`config.mk`:
```
export PLATFORM = sky130hd
export DESIGN_NAME = multicycle_ctrl
export DESIGN_NICKNAME = d
export VERILOG_FILES = /design/src/rtl/multicycle_ctrl.sv
export SDC_FILE = /design/constraint.sdc
export NUM_CORES = 1
export LEC_CHECK = 0
export ABC_AREA = 1
export ABC_CLOCK_PERIOD_IN_PS = 2600
export CELL_PAD_IN_SITES_DETAIL_PLACEMENT = 2
export CELL_PAD_IN_SITES_GLOBAL_PLACEMENT = 2
export CORE_MARGIN = 2
export CORE_UTILIZATION = 30
export CTS_BUF_LIST = sky130_fd_sc_hd__clkbuf_8
export DETAILED_ROUTE_END_ITERATION = 10
export PLACE_DENSITY = 0.78
export SETUP_SLACK_MARGIN = 0.3
export SYNTH_ARGS = -nofsm -noshare
export SYNTH_HDL_FRONTEND = slang
export SYNTH_SLANG_ARGS = --single-unit
```
`constraint.sdc`:
```
create_clock -name clk -period 2.6 [get_ports clk]
set_input_delay 0.52 -clock clk [delete_from_list [all_inputs] [get_ports clk]]
set_output_delay 0.52 -clock clk [all_outputs]
set_load 0.01 [all_outputs]
```
`src/rtl/multicycle_ctrl.sv`:
```
// multicycle_ctrl: FETCH/DECODE/EXEC/MEM/WB sequencer for the 25-opcode datapath
// with imem/dmem handshakes, latched opcode, fault reporting and a retired-instruction counter.
module multicycle_ctrl #(
    parameter int MUL_CYCLES    = 4,
    parameter int FETCH_TIMEOUT = 255
) (
    input  logic        clk,
    input  logic        rst_n,
    input  logic        start,
    input  logic [5:0]  opcode,
    input  logic        br_cond,
    input  logic        imem_ack,
    input  logic        dmem_ack,
    output logic        imem_req,
    output logic        ir_we,
    output logic        pc_we,
    output logic [1:0]  pc_sel,
    output logic [3:0]  alu_op,
    output logic        alu_src_imm,
    output logic        dmem_req,
    output logic        dmem_we,
    output logic [1:0]  dmem_size,
    output logic        reg_we,
    output logic [1:0]  reg_dst,
    output logic [1:0]  wb_sel,
    output logic        retire,
    output logic [31:0] instr_count,
    output logic        halted,
    output logic [1:0]  fault
);
    typedef enum logic [2:0] {IDLE, FETCH, DECODE, EXEC, MEM, WB, HALT} state_t;
    state_t state, state_nxt;
    logic [5:0]  opcode_q;
    logic [3:0]  mul_cnt;
    logic [31:0] to_cnt;
    logic [1:0]  fault_q, fault_nxt;
    logic [3:0]  i_alu;
    logic is_r, is_i, is_ld, is_st, is_lui, is_mul, is_br, is_j, is_jal, is_jr, mul_last, to_hit;
    assign is_r   = opcode_q <= 6'd5;
    assign is_i   = opcode_q inside {[6'd6:6'd10]};
    assign is_ld  = opcode_q inside {[6'd11:6'd13]};
    assign is_lui = opcode_q == 6'd14;
    assign is_mul = opcode_q == 6'd15;
    assign is_st  = opcode_q inside {[6'd16:6'd18]};
    assign is_br  = opcode_q inside {[6'd19:6'd21]};
    assign is_j   = opcode_q == 6'd22;
    assign is_jal = opcode_q == 6'd23;
    assign is_jr  = opcode_q == 6'd24;
    // addi/subi/andi/ori/slti skip nor (3) in the ALU encoding
    assign i_alu    = opcode_q[3:0] - (opcode_q >= 6'd9 ? 4'd5 : 4'd6);
    assign mul_last = mul_cnt == 4'(MUL_CYCLES - 1);
    assign to_hit   = FETCH_TIMEOUT != 0 && to_cnt == 32'(FETCH_TIMEOUT - 1);
    assign fault    = fault_q;
    always_ff @(posedge clk) begin
        if (!rst_n) begin
            state       <= IDLE;
            opcode_q    <= '0;
            mul_cnt     <= '0;
            to_cnt      <= '0;
            fault_q     <= '0;
            instr_count <= '0;
        end else begin
            state   <= state_nxt;
            fault_q <= fault_nxt;
            if (state == DECODE)
                opcode_q <= opcode;
            mul_cnt <= (state == EXEC && state_nxt == EXEC) ? mul_cnt + 4'd1 : 4'd0;
            to_cnt  <= (state == FETCH && !imem_ack) ? to_cnt + 32'd1 : 32'd0;
            if (retire)
                instr_count <= instr_count + 32'd1;
        end
    end
    always_comb begin
        state_nxt   = state;
        fault_nxt   = fault_q;
        imem_req    = 1'b0;
        ir_we       = 1'b0;
        pc_we       = 1'b0;
        pc_sel      = 2'd0;
        alu_op      = 4'd0;
        alu_src_imm = 1'b0;
        dmem_req    = 1'b0;
        dmem_we     = 1'b0;
        dmem_size   = 2'd0;
        reg_we      = 1'b0;
        reg_dst     = 2'd0;
        wb_sel      = 2'd0;
        retire      = 1'b0;
        halted      = 1'b0;
        case (state)
            IDLE: state_nxt = start ? FETCH : IDLE;
            FETCH: begin
                imem_req  = 1'b1;
                ir_we     = 1'b1;
                pc_we     = imem_ack;
                state_nxt = imem_ack ? DECODE : to_hit ? HALT : FETCH;
                fault_nxt = (!imem_ack && to_hit) ? 2'd2 : fault_q;
            end
            DECODE: begin
                retire    = opcode == 6'd63;
                state_nxt = opcode > 6'd24 ? HALT : EXEC;
                fault_nxt = (opcode > 6'd24 && opcode != 6'd63) ? 2'd1 : fault_q;
            end
            EXEC: begin
                alu_op      = is_r ? opcode_q[3:0] : is_i ? i_alu : is_lui ? 4'd7 : is_mul ? 4'd6 : 4'd0;
                alu_src_imm = is_i | is_ld | is_st | is_lui;
                pc_we       = is_br ? br_cond : (is_j | is_jal | is_jr);
                pc_sel      = is_br ? 2'd1 : is_jr ? 2'd3 : (is_j | is_jal) ? 2'd2 : 2'd0;
                reg_we      = is_jal;
                reg_dst     = is_jal ? 2'd2 : 2'd0;
                wb_sel      = is_jal ? 2'd2 : 2'd0;
                retire      = is_br | is_j | is_jal | is_jr;
                state_nxt   = retire ? FETCH : (is_ld | is_st) ? MEM : (is_mul && !mul_last) ? EXEC : WB;
            end
            MEM: begin
                dmem_req  = 1'b1;
                dmem_we   = is_st;
                dmem_size = opcode_q[1:0] - (is_st ? 2'd0 : 2'd3);
                retire    = is_st & dmem_ack;
                state_nxt = !dmem_ack ? MEM : is_st ? FETCH : WB;
            end
            WB: begin
                reg_we    = 1'b1;
                reg_dst   = (is_r | is_mul) ? 2'd0 : 2'd1;
                wb_sel    = is_ld ? 2'd1 : 2'd0;
                retire    = 1'b1;
                state_nxt = FETCH;
            end
            HALT: halted = 1'b1;
            default: state_nxt = IDLE;
        endcase
    end
endmodule
```
Word level (Yosys, flattened, before mapping):

Index checks and enable logic that the tools add are counted.

* bits of input ports: 12
* flip-flop bits (word level): 79
* output and inout bits: 55

* reductions and logical operators: 16
* order comparisons: 11
* add/sub/neg operators: 5
* bitwise gates (word level): 11
* multiplexer cells: 39
* eq/ne operators: 18

Operators with widths (count)
* $add A32 B1 Y32 const B: 2
* $eq A32 B8 Y1 const B: 1
* $mux W3: 10
* $pmux W3 S7: 1
* $mux W2: 10
* $eq A6 B5 Y1 const B: 3
* $eq A6 B4 Y1 const B: 2
* $ge A6 B4 Y1 const B: 2
* $ge A6 B5 Y1 const B: 2
* $le A6 B4 Y1 const B: 2
* $le A6 B5 Y1 const B: 2
* $mux W4: 3
* $pmux W2 S2: 3
* $or A1 B1 Y1: 10
* $eq A3 B2 Y1 const B: 3
* $eq A3 B3 Y1 const B: 3
* $logic_and A1 B1 Y1: 9
* $mux W1: 9
* $eq A6 B6 Y1 const B: 1
* $ge A6 B3 Y1 const B: 1
* $gt A6 B5 Y1 const B: 1
* $le A6 B3 Y1 const B: 1
* $ne A6 B6 Y1 const B: 1
* $add A4 B1 Y4 const B: 1
* 13 further kinds: 17

Logic depth before layout (Yosys ltp):

* word-level depth: 10
* mapped depth: 12
* gate-level depth less buffers: 11

Worst setup path after synthesis:

No wires, ideal clock.

* kind: reg-to-output
* start: reg opcode_q[1]
* end: out alu_op[1]
* buffers on the path: 0
* cell stages (with the launch flop): 8
* path slack: 0.117 ns
* data arrival time: 1.963 ns
* cells stage by stage: dfxtp_1 -> nor2_1 -> o31ai_1 -> ha_1 -> inv_1 -> fa_1 -> o21ai_0 -> a21oi_1

* longest elaborated chain between the ends: 6

Ends and longest elaborated chain
* from (decl): line 33 `logic [5:0] opcode_q;`
* from (signal assigned): line 66 `opcode_q <= opcode;`
* $ge A6 B4 Y1 / $eq A6 B4 Y1 (equally long branches): line 50, 43
* $mux W2 / $mux W3 (equally long branches): line 50, 105
* $sub A4 B3 Y4 / $mux W3 (equally long branches): line 50, 105
* $mux W4: line 105 `alu_op = is_r ? opcode_q[3:0] : is_i ? i_alu : is_lui ? 4'd7 : is_mul ? 4'd6 : 4'd0;`
* $mux W4 (*): line 105
* $mux W4 (*): line 90 `case (state)`
* to (decl): line 18 `output logic [3:0] alu_op,`

Every way passes the cells marked *; elsewhere a longest branch is shown, timed or not.

Worst setup path in the final report:

* start: reg opcode_q[5]
* end: out alu_op[1]

Same word-level chain as after synthesis.

==> results <==
- The run finished, with violations left.
- The checks that failed: setup timing.
- The largest individual stage delay along the critical path comes from the cell sky130_fd_sc_hd__dfxtp_2.
- Summed over all cells, the static leakage comes to 2.65 nW.
- The number of buffers on the longest clock path is 2.
- The placeable core region is 0.0171 sq mm.
- For this run, design rule violations remaining after detail routing come to 0.
- The repair_antennas step left the layout with diodes totalling 0.
- By area, the combinational part of the netlist is dominated by simple AND/OR/NAND/NOR gates.
- The number of max-slew violations in the final report came to 0.
- The arrival time reported for the critical path endpoint is 2.22 ns.
- The total vias in the final route is 6,097.
- The number of input and output port buffers inserted is 66.
- After clock tree synthesis, the flow added hold-fix buffers numbering 0.
- The final-report hold violation count was 0.
- The path class of the lowest-slack min-delay path is flip-flop to flip-flop.
- The maximum operating frequency is 365 MHz.
- Power spread over the standard cell area amounts to 403 mW/mm^2.
- For this run the aggregate overflow at the end of global routing stands at 0.
- The worst pin sits at a relative slew slack of 0.620.
- In the final layout, the share of cells above drive strength 1 is 0.185.
- The slew at the pin closest to its max-slew limit is 0.566 ns.
- The clock drives 79 sinks.
- Yosys attributes the largest share of cell area to sky130_fd_sc_hd__dfxtp_1 (30%), sky130_fd_sc_hd__nand2_1 (16%), sky130_fd_sc_hd__nor2_1 (8.3%).
- The count of distinct cell types in the synthesized netlist is 40.
- In the global route stage, overall resource usage came out at 0.233.
- TritonCTS built the clock tree.
- The post-synthesis average cell area is 6.19 sq um.
- The growth of design area from synthesis to finish is 32.8%.
- The sum of net half-perimeters after detailed placement is 16.5 mm.
- Across all setup checks in the final design, the least slack found is -0.137 ns.
- Routability-driven placement finished with a final weighted congestion of 0.891.
- Of the post-synthesis cell area, the part taken by muxes is 0.
- Summing all non-filler instances in the final layout gives an area of 0.00692 sq mm.
- The share of the Yosys chip area taken by registers is 0.303.
- The number of synthesized register bits is 79.
- 67 I/O pins were placed.
- The worst supply voltage drop on vdd is 252 uV.
- Of the total synthesized cell area, the portion taken by XOR and XNOR cells is 0.0437.
- The final standard cell utilization of the core is 0.405.
- In this run the number of H-tree levels came out at 3.
- Measured along the y axis, the die boundary spans 136 um.
- The final clock period utilization by the worst path is 1.05.
- The post-detailed-route via-to-cell ratio is 5.16.
- Once detail routing completed, the nets flagged for antenna violations numbered 0.
- The initial detailed-routing violation count is 178.
- The placement row count is 48.
- The total setup violations reported at the end of the flow is 3.
- The total of warnings raised by yosys is 0.
- The starting density of the core is 0.305.
- The critical path goes through buf_4, nor2_1, o21ai_2, a21oi_2, inv_2, nand2_2, nand2_1, o21ai_2, a21oi_2, buf_2.
- The via count of the first global-routing pass came to 6,650.
- Data on the critical path is required at its endpoint by 2.08 ns.
- The final layout contains routed wiring with a total length of 22.6 mm.
- The flip-flop cell with the highest count after synthesis is sky130_fd_sc_hd__dfxtp_1.
- The number of flops mapped to enable cells by yosys is 0.
- STA classifies the critical path endpoint as an output port.
- The maximum number of pins on one net before global-route repair is 33.
- In this run the cell area of the synthesized design comes to 0.00522 sq mm.
- The worst-path maximum fanout is 8.
- Across the run, the number of max-cap violations was 0.
- The worst clock skew on the final layout is 0.0123 ns.
- The fraction of registers with async set/reset is 0.
- After the last flow step, the layout net total stands at 972.
- STA classifies the critical path startpoint as a flip-flop.
- The cell sitting at the root of the clock tree is a sky130_fd_sc_hd__clkbuf_8.
- The number of nets handed over by synthesis was 863.
- Setup repair after global routing could not meet its margin everywhere.
- The detail-routed net length per standard cell is 19.2 um.
- The fraction of the mapped netlist area in compound gates is 0.0948.
- The gate count of the mapped netlist is 843.
- Clock-pin slew was measured on the worst setup and hold paths at 0.08 ns.
- The number of iterations in the first detailed-routing pass is 4.
- On the worst path, the slowest cell contributes a delay of 0.35 ns.
- Counting the buffers created by CTS gives 9.
- Subtracting the final worst setup slack from the clock period gives 2.74 ns.
- Of the total synthesized cell area, the portion taken by AND, OR, NAND and NOR gates is 0.446.
- The overall power after layout is 2.79 mW.
- The wire length of the first global-routing pass is 33.9 mm.
- The clock insertion delay at the later pin of the skew report is 0.37 ns.
- The number of antenna violations at the first check in global routing is 0.
- Of the total synthesized cell area, the portion taken by full adders, half adders and majority gates is 0.0206.
- The floorplan step defined a die boundary enclosing 0.0185 sq mm.
- The synthesized design spends more area on one cell type than any other, namely sky130_fd_sc_hd__dfxtp_1.
- The die is 136 um wide.
- The worst setup path category is flip-flop to output port.
- The area share of the largest cell type after synthesis is 0.303.
- Once placement finished, the instance area stood at 0.00627 sq mm.
[metal layers]
layer  share of wire  up-vias  GRT usage
li1                -     2938          -
met1            0.41     3021      0.268
met2            0.54       97      0.447
met3           0.027       41     0.0306
met4           0.028        0     0.0654
met5               0        -          0
[worst paths after layout]
path	from	endpoint	slack, ns	cells past startpoint
max	opcode_q[5]$_SDFFE_PN0P_	alu_op[1]	-0.14	10
min	fault[0]$_SDFFE_PN0P_	fault[0]$_SDFFE_PN0P_	0.45	2
max reg2reg	opcode_q[4]$_SDFFE_PN0P_	instr_count[1]$_SDFFE_PN0P_	0.46	14
min reg2reg	fault[0]$_SDFFE_PN0P_	fault[0]$_SDFFE_PN0P_	0.45	2
[what timing repair did]
item,4_1_cts,5_1_grt
gates resized for setup,89,83
endpoints found under the setup margin,20,21
buffers inserted,7,16
pin swaps,12,19
[sequential cells by signal, summed over array words and instances, names as in the netlist]
| name | cells |
|---|---|
| instr_count | 32 |
| state | 3 |
| to_cnt | 32 |
| fault | 2 |
| mul_cnt | 4 |
| opcode_q | 6 |
[kinds of logic (layout without fill, tap and decap cells)]
kind of cell / after synthesis / count (layout)
AOI/OAI and AO/OA: 94 / 94
xor gates and xnor gates: 26 / 26
adders and majority gates: 8 / 8
buffers and inverters: 117 / 230
DFF: 79 / 79
and+or+nand+nor: 519 / 519
[area by class of cell]
type | count | area [sq um]
clock inverters | 5 | 57.6
repair buffers | 117 | 1020
fillers | 2076 | 10200
flip-flops and latches | 79 | 1600
well taps | 225 | 282
clock buffers | 10 | 138
multi-input cells | 647 | 3440
inverters | 98 | 385
[cell usage after synthesis (6+ instances only)]
library cell                 n
sky130_fd_sc_hd__nor2_1    116
sky130_fd_sc_hd__ha_1        7
sky130_fd_sc_hd__a21oi_1    64
sky130_fd_sc_hd__nand3b_1    7
sky130_fd_sc_hd__inv_1      85
sky130_fd_sc_hd__dfxtp_1    79
sky130_fd_sc_hd__xor2_1     17
sky130_fd_sc_hd__o21ai_0    18
sky130_fd_sc_hd__nand2_1   227
sky130_fd_sc_hd__clkbuf_1    7
sky130_fd_sc_hd__buf_2       6
sky130_fd_sc_hd__nand3_1    85
sky130_fd_sc_hd__nor2_2      6
sky130_fd_sc_hd__inv_2      13
sky130_fd_sc_hd__nor3_1     38
sky130_fd_sc_hd__nand4_1    14
sky130_fd_sc_hd__xnor2_1     9
[report_power, final]
group	internal, mW	total, mW	switching (mW)	leakage [nW]
clock network	0.467	0.971	0.504	0.103
registers	1.23	1.26	0.0270	0.642
logic	0.229	0.563	0.335	1.90
[worst max-delay path: cells and delay by family, from the launching register on]
family                 cells  cell delay, ns
AOI/OAI and AO/OA          4            0.57
buffers and inverters      3            0.45
DFF                        1            0.35
and+or+nand+nor            3            0.47
[cell usage in the layout (no fill, tap or decap), types with 3 or more instances in the layout]
| cell | count |
|---|---|
| sky130_fd_sc_hd__buf_6 | 11 |
| sky130_fd_sc_hd__a21oi_2 | 3 |
| sky130_fd_sc_hd__o211ai_1 | 3 |
| sky130_fd_sc_hd__o21ai_2 | 4 |
| sky130_fd_sc_hd__nor2_1 | 108 |
| sky130_fd_sc_hd__or2_2 | 3 |
| sky130_fd_sc_hd__nor2_4 | 11 |
| sky130_fd_sc_hd__nand3_2 | 3 |
| sky130_fd_sc_hd__dfxtp_4 | 3 |
| sky130_fd_sc_hd__nor3_2 | 3 |
| sky130_fd_sc_hd__dlygate4sd2_1 | 4 |
| sky130_fd_sc_hd__nand2_4 | 5 |
| sky130_fd_sc_hd__nand2_2 | 8 |
| sky130_fd_sc_hd__nor2_2 | 6 |
| sky130_fd_sc_hd__ha_1 | 4 |
| sky130_fd_sc_hd__clkdlybuf4s50_1 | 43 |
| sky130_fd_sc_hd__a21oi_1 | 61 |
| sky130_fd_sc_hd__nand4_1 | 14 |
| sky130_fd_sc_hd__inv_2 | 15 |
| sky130_fd_sc_hd__xor2_1 | 17 |
| sky130_fd_sc_hd__clkbuf_8 | 10 |
| sky130_fd_sc_hd__dfxtp_2 | 6 |
| sky130_fd_sc_hd__inv_1 | 78 |
| sky130_fd_sc_hd__o21ai_0 | 14 |
| sky130_fd_sc_hd__buf_2 | 12 |
| sky130_fd_sc_hd__nand3b_1 | 7 |
| sky130_fd_sc_hd__nor3_4 | 5 |
| sky130_fd_sc_hd__inv_6 | 3 |
| sky130_fd_sc_hd__inv_4 | 3 |
| sky130_fd_sc_hd__buf_4 | 40 |
| sky130_fd_sc_hd__nand2_1 | 218 |
| sky130_fd_sc_hd__nor3_1 | 36 |
| sky130_fd_sc_hd__xnor2_1 | 8 |
| sky130_fd_sc_hd__nand3_1 | 81 |
| sky130_fd_sc_hd__nor3b_1 | 3 |
| sky130_fd_sc_hd__dfxtp_1 | 70 |
[stage by stage]
step                      setup TNS, ns  hold WS (ns)  instances  setup WS (ns)
after detailed placement         -0.819         0.446       1143         -0.273
final                            -0.309         0.451       1181         -0.137
after CTS                        -0.129         0.458       1165         -0.106
after global placement           -0.243         0.429       1143         -0.191
after floorplan                       0         0.418        843          0.313
after global routing             -0.571         0.472       1181         -0.190
No activity file was read; power rests on OpenSTA's default activity.
